**config.mk**
```make
export PLATFORM = sky130hd
export DESIGN_NAME = step_control
export DESIGN_NICKNAME = d
export VERILOG_FILES = /design/src/rtl/tiny16_pkg.sv /design/src/rtl/step_decode.sv /design/src/rtl/step_control.sv
export SDC_FILE = /design/constraint.sdc
export NUM_CORES = 1
export LEC_CHECK = 0
export ABC_CLOCK_PERIOD_IN_PS = 1910
export CORE_MARGIN = 8
export CORE_UTILIZATION = 30
export CTS_CLUSTER_SIZE = 12
export DETAILED_ROUTE_END_ITERATION = 10
export SLEW_MARGIN = 5
export SYNTH_ARGS = -nofsm -noshare
export SYNTH_HDL_FRONTEND = slang
export SYNTH_SLANG_ARGS = --single-unit
```
**constraint.sdc**
```tcl
create_clock -name clk -period 1.91 [get_ports clk]
set_input_delay 0.382 -clock clk [delete_from_list [all_inputs] [get_ports clk]]
set_output_delay 0.382 -clock clk [all_outputs]
set_load 0.05 [all_outputs]
```
**src/rtl/tiny16_pkg.sv**
```systemverilog
// tiny16 control-path shared definitions: opcodes, control word bit map, FSM states.
package tiny16_pkg;

  // Opcodes, IR[15:12]; 9..D are undefined
  localparam logic [3:0] OP_NOP = 4'h0;
  localparam logic [3:0] OP_LDA = 4'h1;
  localparam logic [3:0] OP_ADD = 4'h2;
  localparam logic [3:0] OP_SUB = 4'h3;
  localparam logic [3:0] OP_STA = 4'h4;
  localparam logic [3:0] OP_LDI = 4'h5;
  localparam logic [3:0] OP_JMP = 4'h6;
  localparam logic [3:0] OP_JZ  = 4'h7;
  localparam logic [3:0] OP_JC  = 4'h8;
  localparam logic [3:0] OP_OUT = 4'hE;
  localparam logic [3:0] OP_HLT = 4'hF;

  // Control word bit indices
  localparam int PC_OUT  = 0;
  localparam int PC_INC  = 1;
  localparam int PC_LD   = 2;
  localparam int MAR_LD  = 3;
  localparam int MEM_RD  = 4;
  localparam int MEM_WR  = 5;
  localparam int IR_LD   = 6;
  localparam int A_LD    = 7;
  localparam int B_LD    = 8;
  localparam int A_OUT   = 9;
  localparam int ALU_OUT = 10;
  localparam int ALU_SUB = 11;
  localparam int FLAG_LD = 12;
  localparam int IMM_OUT = 13;
  localparam int OUT_LD  = 14;
  localparam int RSVD    = 15;

  // One-hot masks for building control words
  localparam logic [15:0] C_PC_OUT  = 16'h0001 << PC_OUT;
  localparam logic [15:0] C_PC_INC  = 16'h0001 << PC_INC;
  localparam logic [15:0] C_PC_LD   = 16'h0001 << PC_LD;
  localparam logic [15:0] C_MAR_LD  = 16'h0001 << MAR_LD;
  localparam logic [15:0] C_MEM_RD  = 16'h0001 << MEM_RD;
  localparam logic [15:0] C_MEM_WR  = 16'h0001 << MEM_WR;
  localparam logic [15:0] C_IR_LD   = 16'h0001 << IR_LD;
  localparam logic [15:0] C_A_LD    = 16'h0001 << A_LD;
  localparam logic [15:0] C_B_LD    = 16'h0001 << B_LD;
  localparam logic [15:0] C_A_OUT   = 16'h0001 << A_OUT;
  localparam logic [15:0] C_ALU_OUT = 16'h0001 << ALU_OUT;
  localparam logic [15:0] C_ALU_SUB = 16'h0001 << ALU_SUB;
  localparam logic [15:0] C_FLAG_LD = 16'h0001 << FLAG_LD;
  localparam logic [15:0] C_IMM_OUT = 16'h0001 << IMM_OUT;
  localparam logic [15:0] C_OUT_LD  = 16'h0001 << OUT_LD;

  typedef enum logic [1:0] {
    ST_SYNC    = 2'd0,
    ST_RUN     = 2'd1,
    ST_MEMWAIT = 2'd2,
    ST_HALT    = 2'd3
  } state_e;

endpackage

```
**src/rtl/step_decode.sv**
```systemverilog
// Microcode ROM: (step, opcode, flags) -> control word plus end-of-instruction info.
module step_decode
  import tiny16_pkg::*;
#(
  parameter int CW_W   = 16,
  parameter int STEP_W = 3
) (
  input  logic [STEP_W-1:0] step,
  input  logic [3:0]        op,
  input  logic              z,
  input  logic              c,
  output logic [CW_W-1:0]   ctrl,
  output logic              last,
  output logic              is_hlt,
  output logic              is_illegal
);

  logic [15:0] w;

  // Table lookup; unlisted (step, op) pairs have no microcode: ctrl=0, end the instruction
  always_comb begin
    w          = '0;
    last       = 1'b0;
    is_hlt     = 1'b0;
    is_illegal = (op >= 4'h9) && (op <= 4'hD);
    case (int'(step))
      0: w = C_PC_OUT | C_MAR_LD;
      1: w = C_MEM_RD | C_IR_LD | C_PC_INC;
      2: begin
        case (op)
          OP_LDA, OP_ADD, OP_SUB, OP_STA: w = C_IMM_OUT | C_MAR_LD;
          OP_LDI: begin w = C_IMM_OUT | C_A_LD;  last = 1'b1; end
          OP_JMP: begin w = C_IMM_OUT | C_PC_LD; last = 1'b1; end
          OP_JZ:  begin w = z ? (C_IMM_OUT | C_PC_LD) : 16'h0000; last = 1'b1; end
          OP_JC:  begin w = c ? (C_IMM_OUT | C_PC_LD) : 16'h0000; last = 1'b1; end
          OP_OUT: begin w = C_A_OUT | C_OUT_LD;  last = 1'b1; end
          OP_HLT: is_hlt = 1'b1;
          default: last = 1'b1;  // NOP and undefined opcodes
        endcase
      end
      3: begin
        case (op)
          OP_LDA:         begin w = C_MEM_RD | C_A_LD;  last = 1'b1; end
          OP_ADD, OP_SUB: w = C_MEM_RD | C_B_LD;
          OP_STA:         begin w = C_A_OUT | C_MEM_WR; last = 1'b1; end
          default:        last = 1'b1;
        endcase
      end
      4: begin
        case (op)
          OP_ADD:  w = C_ALU_OUT | C_A_LD | C_FLAG_LD;
          OP_SUB:  w = C_ALU_OUT | C_A_LD | C_FLAG_LD | C_ALU_SUB;
          default: w = '0;
        endcase
        last = 1'b1;
      end
      default: last = 1'b1;
    endcase
  end

  assign ctrl = CW_W'(w);

endmodule

```
**src/rtl/step_control.sv**
```systemverilog
// tiny16 control FSM: drives the datapath control word, stalls/clears the step
// counter and counts retired instructions.
module step_control
  import tiny16_pkg::*;
#(
  parameter int CW_W   = 16,
  parameter int CNT_W  = 16,
  parameter int STEP_W = 3
) (
  input  logic              clk,
  input  logic              rst,       // asynchronous, active low
  input  logic [STEP_W-1:0] step,
  input  logic [3:0]        ir_op,
  input  logic              flag_z,
  input  logic              flag_c,
  input  logic              mem_ack,
  input  logic              resume,
  output logic [CW_W-1:0]   ctrl,
  output logic              mem_req,
  output logic              step_clr,
  output logic              step_hold,
  output logic              halted,
  output logic              illegal,
  output logic [CNT_W-1:0]  retired
);

  state_e            state_q, state_d;
  logic [CW_W-1:0]   frz_ctrl_q;
  logic              frz_last_q;
  logic              frz_ld;
  logic [CNT_W-1:0]  retired_q;
  logic              illegal_q, illegal_d;
  logic              retire;

  logic [CW_W-1:0]   dec_ctrl;
  logic              dec_last, dec_hlt, dec_illegal, dec_mem;

  step_decode #(.CW_W(CW_W), .STEP_W(STEP_W)) u_dec (
    .step       (step),
    .op         (ir_op),
    .z          (flag_z),
    .c          (flag_c),
    .ctrl       (dec_ctrl),
    .last       (dec_last),
    .is_hlt     (dec_hlt),
    .is_illegal (dec_illegal)
  );

  assign dec_mem = dec_ctrl[MEM_RD] | dec_ctrl[MEM_WR];

  // Next state and outputs. A memory step that misses its ack parks in MEMWAIT
  // with its word frozen; the end-of-instruction clear is deferred until the ack.
  always_comb begin
    state_d   = state_q;
    ctrl      = '0;
    step_clr  = 1'b0;
    step_hold = 1'b0;
    halted    = 1'b0;
    frz_ld    = 1'b0;
    retire    = 1'b0;
    illegal_d = 1'b0;
    case (state_q)
      ST_SYNC: begin
        step_clr = 1'b1;
        state_d  = ST_RUN;
      end
      ST_RUN: begin
        ctrl = dec_ctrl;
        if (dec_mem && !mem_ack) begin
          step_hold = 1'b1;
          frz_ld    = 1'b1;
          state_d   = ST_MEMWAIT;
        end else if (dec_hlt) begin
          retire  = 1'b1;
          state_d = ST_HALT;
        end else if (dec_last) begin
          step_clr  = 1'b1;
          retire    = 1'b1;
          illegal_d = dec_illegal;
        end
      end
      ST_MEMWAIT: begin
        ctrl = frz_ctrl_q;
        if (mem_ack) begin
          step_clr = frz_last_q;
          retire   = frz_last_q;
          state_d  = ST_RUN;
        end else begin
          step_hold = 1'b1;
        end
      end
      ST_HALT: begin
        step_hold = 1'b1;
        halted    = 1'b1;
        if (resume) state_d = ST_SYNC;
      end
      default: state_d = ST_SYNC;
    endcase
  end

  assign mem_req = ctrl[MEM_RD] | ctrl[MEM_WR];
  assign illegal = illegal_q;
  assign retired = retired_q;

  // State register; reset forces SYNC so outputs drop without waiting for a clock
  always_ff @(posedge clk or negedge rst) begin
    if (!rst) state_q <= ST_SYNC;
    else      state_q <= state_d;
  end

  // Capture the word (and its last-step flag) that stalls on memory
  always_ff @(posedge clk or negedge rst) begin
    if (!rst) begin
      frz_ctrl_q <= '0;
      frz_last_q <= 1'b0;
    end else if (frz_ld) begin
      frz_ctrl_q <= dec_ctrl;
      frz_last_q <= dec_last;
    end
  end

  // Retired-instruction counter (wraps) and one-cycle illegal-opcode pulse
  always_ff @(posedge clk or negedge rst) begin
    if (!rst) begin
      retired_q <= '0;
      illegal_q <= 1'b0;
    end else begin
      if (retire) retired_q <= retired_q + CNT_W'(1);
      illegal_q <= illegal_d;
    end
  end

endmodule

```
==> results <==
- The worst setup path is launched from a flip-flop.
- The analysis attributes to net switching a power of 1.929 mW.
- The number of global-route vias before repair is 2,342.
- The normalized max-slew margin is 62.13%.
- Synthesis produced ~220 cells.
- The number of vias per cell is 5.076.
- The final clock period utilization by the worst path is 117.4%.
- The pre-antenna-repair detailed-routing pass consisted of 4 iterations.
- The number of synthesized register bits is 33.
- After synthesis, the share of flip-flops with an asynchronous set or reset is 100.0%.
- The pin count of the biggest net entering global routing is 34.
- The share of the Yosys chip area taken by registers is about two fifths.
- In this run the remaining antenna-violating nets after routing total 0.
- Based on the critical path, the design can be clocked at up to between 0.4 and 0.5 GHz.
- The first global-routing pass estimated between 10 and 15 mm of wire.
- Buffers placed on the I/O ports in this run total 48.
- The worst-margin pin slew is approximately 0.57 ns.
- The number of H-tree levels is 2.
- The final net count is 357.
- Measured on the finished design, the core utilization comes to 61.51%.
- Across the VDD grid, the largest voltage drop is 0.9521 mV.
- The peak fanout along the critical path is 4.
- The dominant synthesized flop cell is sky130_fd_sc_hd__dfrtp_1.
- Dividing the synthesized area by the synthesized cell count gives about 9.4 sq um.
- Setup slack on the critical path of the routed design comes to -0.3316 ns.
- The run finished, with violations left.
- The floorplan die width is 98.68 microns.
- STA classifies the critical path endpoint as an output pin.
- The initial antenna violation count is 0.
- The cell sitting at the root of the clock tree is a sky130_fd_sc_hd__clkbuf_8.
- After layout, the minimum clock period comes to between 2 and 2.5 ns.
- The synthesized area is 2051 sq um.
- The number of clock buffers inserted by TritonCTS is 5.
- The setup TNS after final layout is -5.662 ns.
- The smallest hold slack is around 0.47 ns.
- For this block, the initial DRC count from the detailed router was 104.
- Compared with the post-synthesis result, the final layout area differs by 101.5%.
- Before CTS, the worst setup slack after placement is -0.7964 ns.
- TritonCTS built the clock tree.
- The clock net sink count is 33.
- Per report_power, the clock group accounts for about 14% of the total.
- The floorplan step set the die height to 98.68 microns.
- After detailed routing, the number of remaining DRC violations is 0.
- The boundary pin count is 50.
- The ratio of total power to cell area is about 1100 nW/um^2.
- In this run the static leakage power is between 1.5 and 2 nW.
- The critical setup path kind is reg2out.
- During synthesis, Yosys emitted a total of 0 warnings.
- The placed instances occupy a cell area of roughly 3300 sq um.
- Counting every net in the synthesized netlist gives approximately 240.
- In this run the deepest clock path goes through 2 buffers.
- The global-route total usage across every layer is between 15 and 20%.
- Counting flops with a built-in enable in the synthesized netlist gives 0.
- The area of the die is just under 10,000 sq um.
- Once the floorplan was initialized, standard cells occupied a little under a third of the core.
- The largest clock skew in the final design is roughly 0.0066 ns.
- Yosys attributes the largest share of cell area to sky130_fd_sc_hd__dfrtp_1 (40%), sky130_fd_sc_hd__xor2_1 (5.1%), sky130_fd_sc_hd__nor2_1 (3.5%), sky130_fd_sc_hd__ha_1 (3.1%), sky130_fd_sc_hd__a21oi_1 (2.9%).
- The overall overflow remaining after global route is 0.
- The source-to-sink clock delay at the later pin of the worst-skew pair is between 0.2 and 0.3 ns.
- The count of endpoints failing hold in the final timing report is 0.
- Row generation in the floorplan step produced 30 rows.
- Counting distinct cell types in the post-synthesis netlist gives 46.
- Across the run, the number of max-cap violations was 0.
- Summing all non-filler instances in the final layout gives an area of 4133 sq um.
- The most instantiated library cell after synthesis is sky130_fd_sc_hd__dfrtp_1.
- The internal power of the cells is 2.580 mW.
- The final count of negative-setup-slack endpoints is 34.
- The part of the power in combinational logic is between 60% and 70%.
- The routed design has 7.072 mm of wire.
- The path type of the worst min-delay path is in2reg.
- By count the netlist is led by sky130_fd_sc_hd__dfrtp_1 (33), sky130_fd_sc_hd__nor2_1 (19), sky130_fd_sc_hd__nand2_1 (15), sky130_fd_sc_hd__a21oi_1 (12), sky130_fd_sc_hd__xor2_1 (12).
- Net switching is a little over two fifths of the power.
- The required time of the critical path is 1.53 ns.
- The synthesized design spends more area on one cell type than any other, namely sky130_fd_sc_hd__dfrtp_1.
- The area of the core region is roughly 6700 sq um.
- The congestion estimate from routability-driven global placement came to around 0.83.
- Sequential cells account for a little over a fifth of the total power.
- The fraction of layout cells with a size suffix above 1 is roughly 63%.
- The checks that failed: setup timing.
- The antenna cell count is 0.
- The fraction of post-synthesis cell area in the top cell type by area is approximately 40%.
- Setup repair after global routing could not meet its margin everywhere.
- After clock tree synthesis, the clock-pin slew on the worst setup and hold paths is about 0.07 ns.
- The max-slew violation count is 0.
- The count of vias placed by the detailed router is roughly 2,100.
- The data arrival time of the critical path is around 1.9 ns.
- After legalization and detailed placement, the total HPWL measured 4.431 mm.
- After detailed routing, the average wire length per cell comes to ~17 microns.
==> final timing paths <==
kind                        startpoint       endpoint  slack (ns)  depth (start not counted)
max                         state_q[1]        mem_req       -0.33                          5
min                           ir_op[2]        illegal        0.47                          4
max reg2reg                 state_q[0]    retired[13]       -0.24                          9
min reg2reg                retired[15]    retired[15]        0.47                          1
max in group asynchronous          rst  frz_ctrl_q[5]        1.10                          2
min in group asynchronous          rst        illegal        0.49                          2
==> sequential cells by signal, summed over array words and instances, names as in the netlist <==
name and count:
state_q 2, frz_ctrl_q 13, retired 16, frz_last_q 1, illegal 1
==> power by group through the flow <==
stage               Combinational (mW)  Sequential (mW)  Clock [mW]
finish                            2.92            0.941       0.646
global route                      3.07            0.959       0.690
CTS                               2.81            0.932       0.651
detailed placement                2.07            0.937           0
global placement                  2.05            0.937           0
floorplan                         1.11             1.15           0
==> layer usage <==
metal,vias up,GRT usage [%],part of all wire [%]
met5,-,0,0
met3,13,4.581,4.3
li1,1015,-,-
met2,50,28.05,53
met1,1049,16.16,41
met4,0,3.896,1.9
==> worst max-delay path, cell delays in order, from the launching register on <==
cell and delay (ns):
sky130_fd_sc_hd__dfrtp_1 0.39, sky130_fd_sc_hd__inv_2 0.09, sky130_fd_sc_hd__ha_4 0.17, sky130_fd_sc_hd__or4b_4 0.52, sky130_fd_sc_hd__a31oi_4 0.23, sky130_fd_sc_hd__buf_12 0.16
==> cells by family (layout without fill, tap and decap cells) <==
family | Yosys count | after routing | share of synthesized area [%]
AND/OR/NAND/NOR | 90 | 90 | 25.93
XOR/XNOR | 15 | 15 | 6.407
AO/OA/AOI/OAI | 45 | 45 | 16.29
adder cells (fa/ha/maj) | 5 | 5 | 3.051
multiplexers | 3 | 3 | 1.647
other | 1 | 1 | 0.1829
flip-flops | 33 | 33 | 40.27
buffers and inverters | 26 | 147 | 6.223
==> repair_timing <==
item,in CTS,in global routing
cloned,4,0
pin swaps,35,20
resized for setup,105,24
endpoints found under the hold margin,0,0
buffers inserted,26,7
hold buffers,0,0
endpoints found under the setup margin,50,35
==> stage by stage <==
stage / instances / power, mW
global route: 419 / 4.720
detailed placement: 380 / 3.008
finish: 419 / 4.508
floorplan: 218 / 2.255
CTS: 413 / 4.388
global placement: 380 / 2.989
==> cells in the final DEF (no fill, tap or decap), types with 3 or more instances in the layout <==
cell type,count
sky130_fd_sc_hd__nand4_1,4
sky130_fd_sc_hd__buf_12,22
sky130_fd_sc_hd__nor2_4,10
sky130_fd_sc_hd__nor2_2,4
sky130_fd_sc_hd__buf_4,81
sky130_fd_sc_hd__nor2_1,5
sky130_fd_sc_hd__and2_1,7
sky130_fd_sc_hd__nand3_2,4
sky130_fd_sc_hd__inv_1,5
sky130_fd_sc_hd__nor3b_2,4
sky130_fd_sc_hd__buf_2,3
sky130_fd_sc_hd__nand2_1,13
sky130_fd_sc_hd__a21oi_4,6
sky130_fd_sc_hd__ha_4,4
sky130_fd_sc_hd__clkdlybuf4s50_1,5
sky130_fd_sc_hd__inv_2,4
sky130_fd_sc_hd__nor3_4,5
sky130_fd_sc_hd__xnor2_1,3
sky130_fd_sc_hd__nor4b_4,4
sky130_fd_sc_hd__a21oi_2,4
sky130_fd_sc_hd__nand3_1,3
sky130_fd_sc_hd__nand2b_1,4
sky130_fd_sc_hd__nor3b_4,4
sky130_fd_sc_hd__dfrtp_1,33
sky130_fd_sc_hd__buf_6,12
sky130_fd_sc_hd__a31oi_4,3
sky130_fd_sc_hd__o21ai_0,7
sky130_fd_sc_hd__clkbuf_8,5
sky130_fd_sc_hd__xor2_1,11
==> layout make-up <==
| type | count | area [sq um] |
|---|---|---|
| Fill cell | 508 | 2586 |
| Clock inverter | 2 | 35.03 |
| Multi-Input combinational cell | 159 | 1679 |
| Sequential cell | 33 | 825.8 |
| Timing Repair Buffer | 129 | 1375 |
| Tap cell | 80 | 100.1 |
| Clock buffer | 5 | 68.82 |
| Inverter | 11 | 48.80 |
No activity file was read; power rests on OpenSTA's default activity.
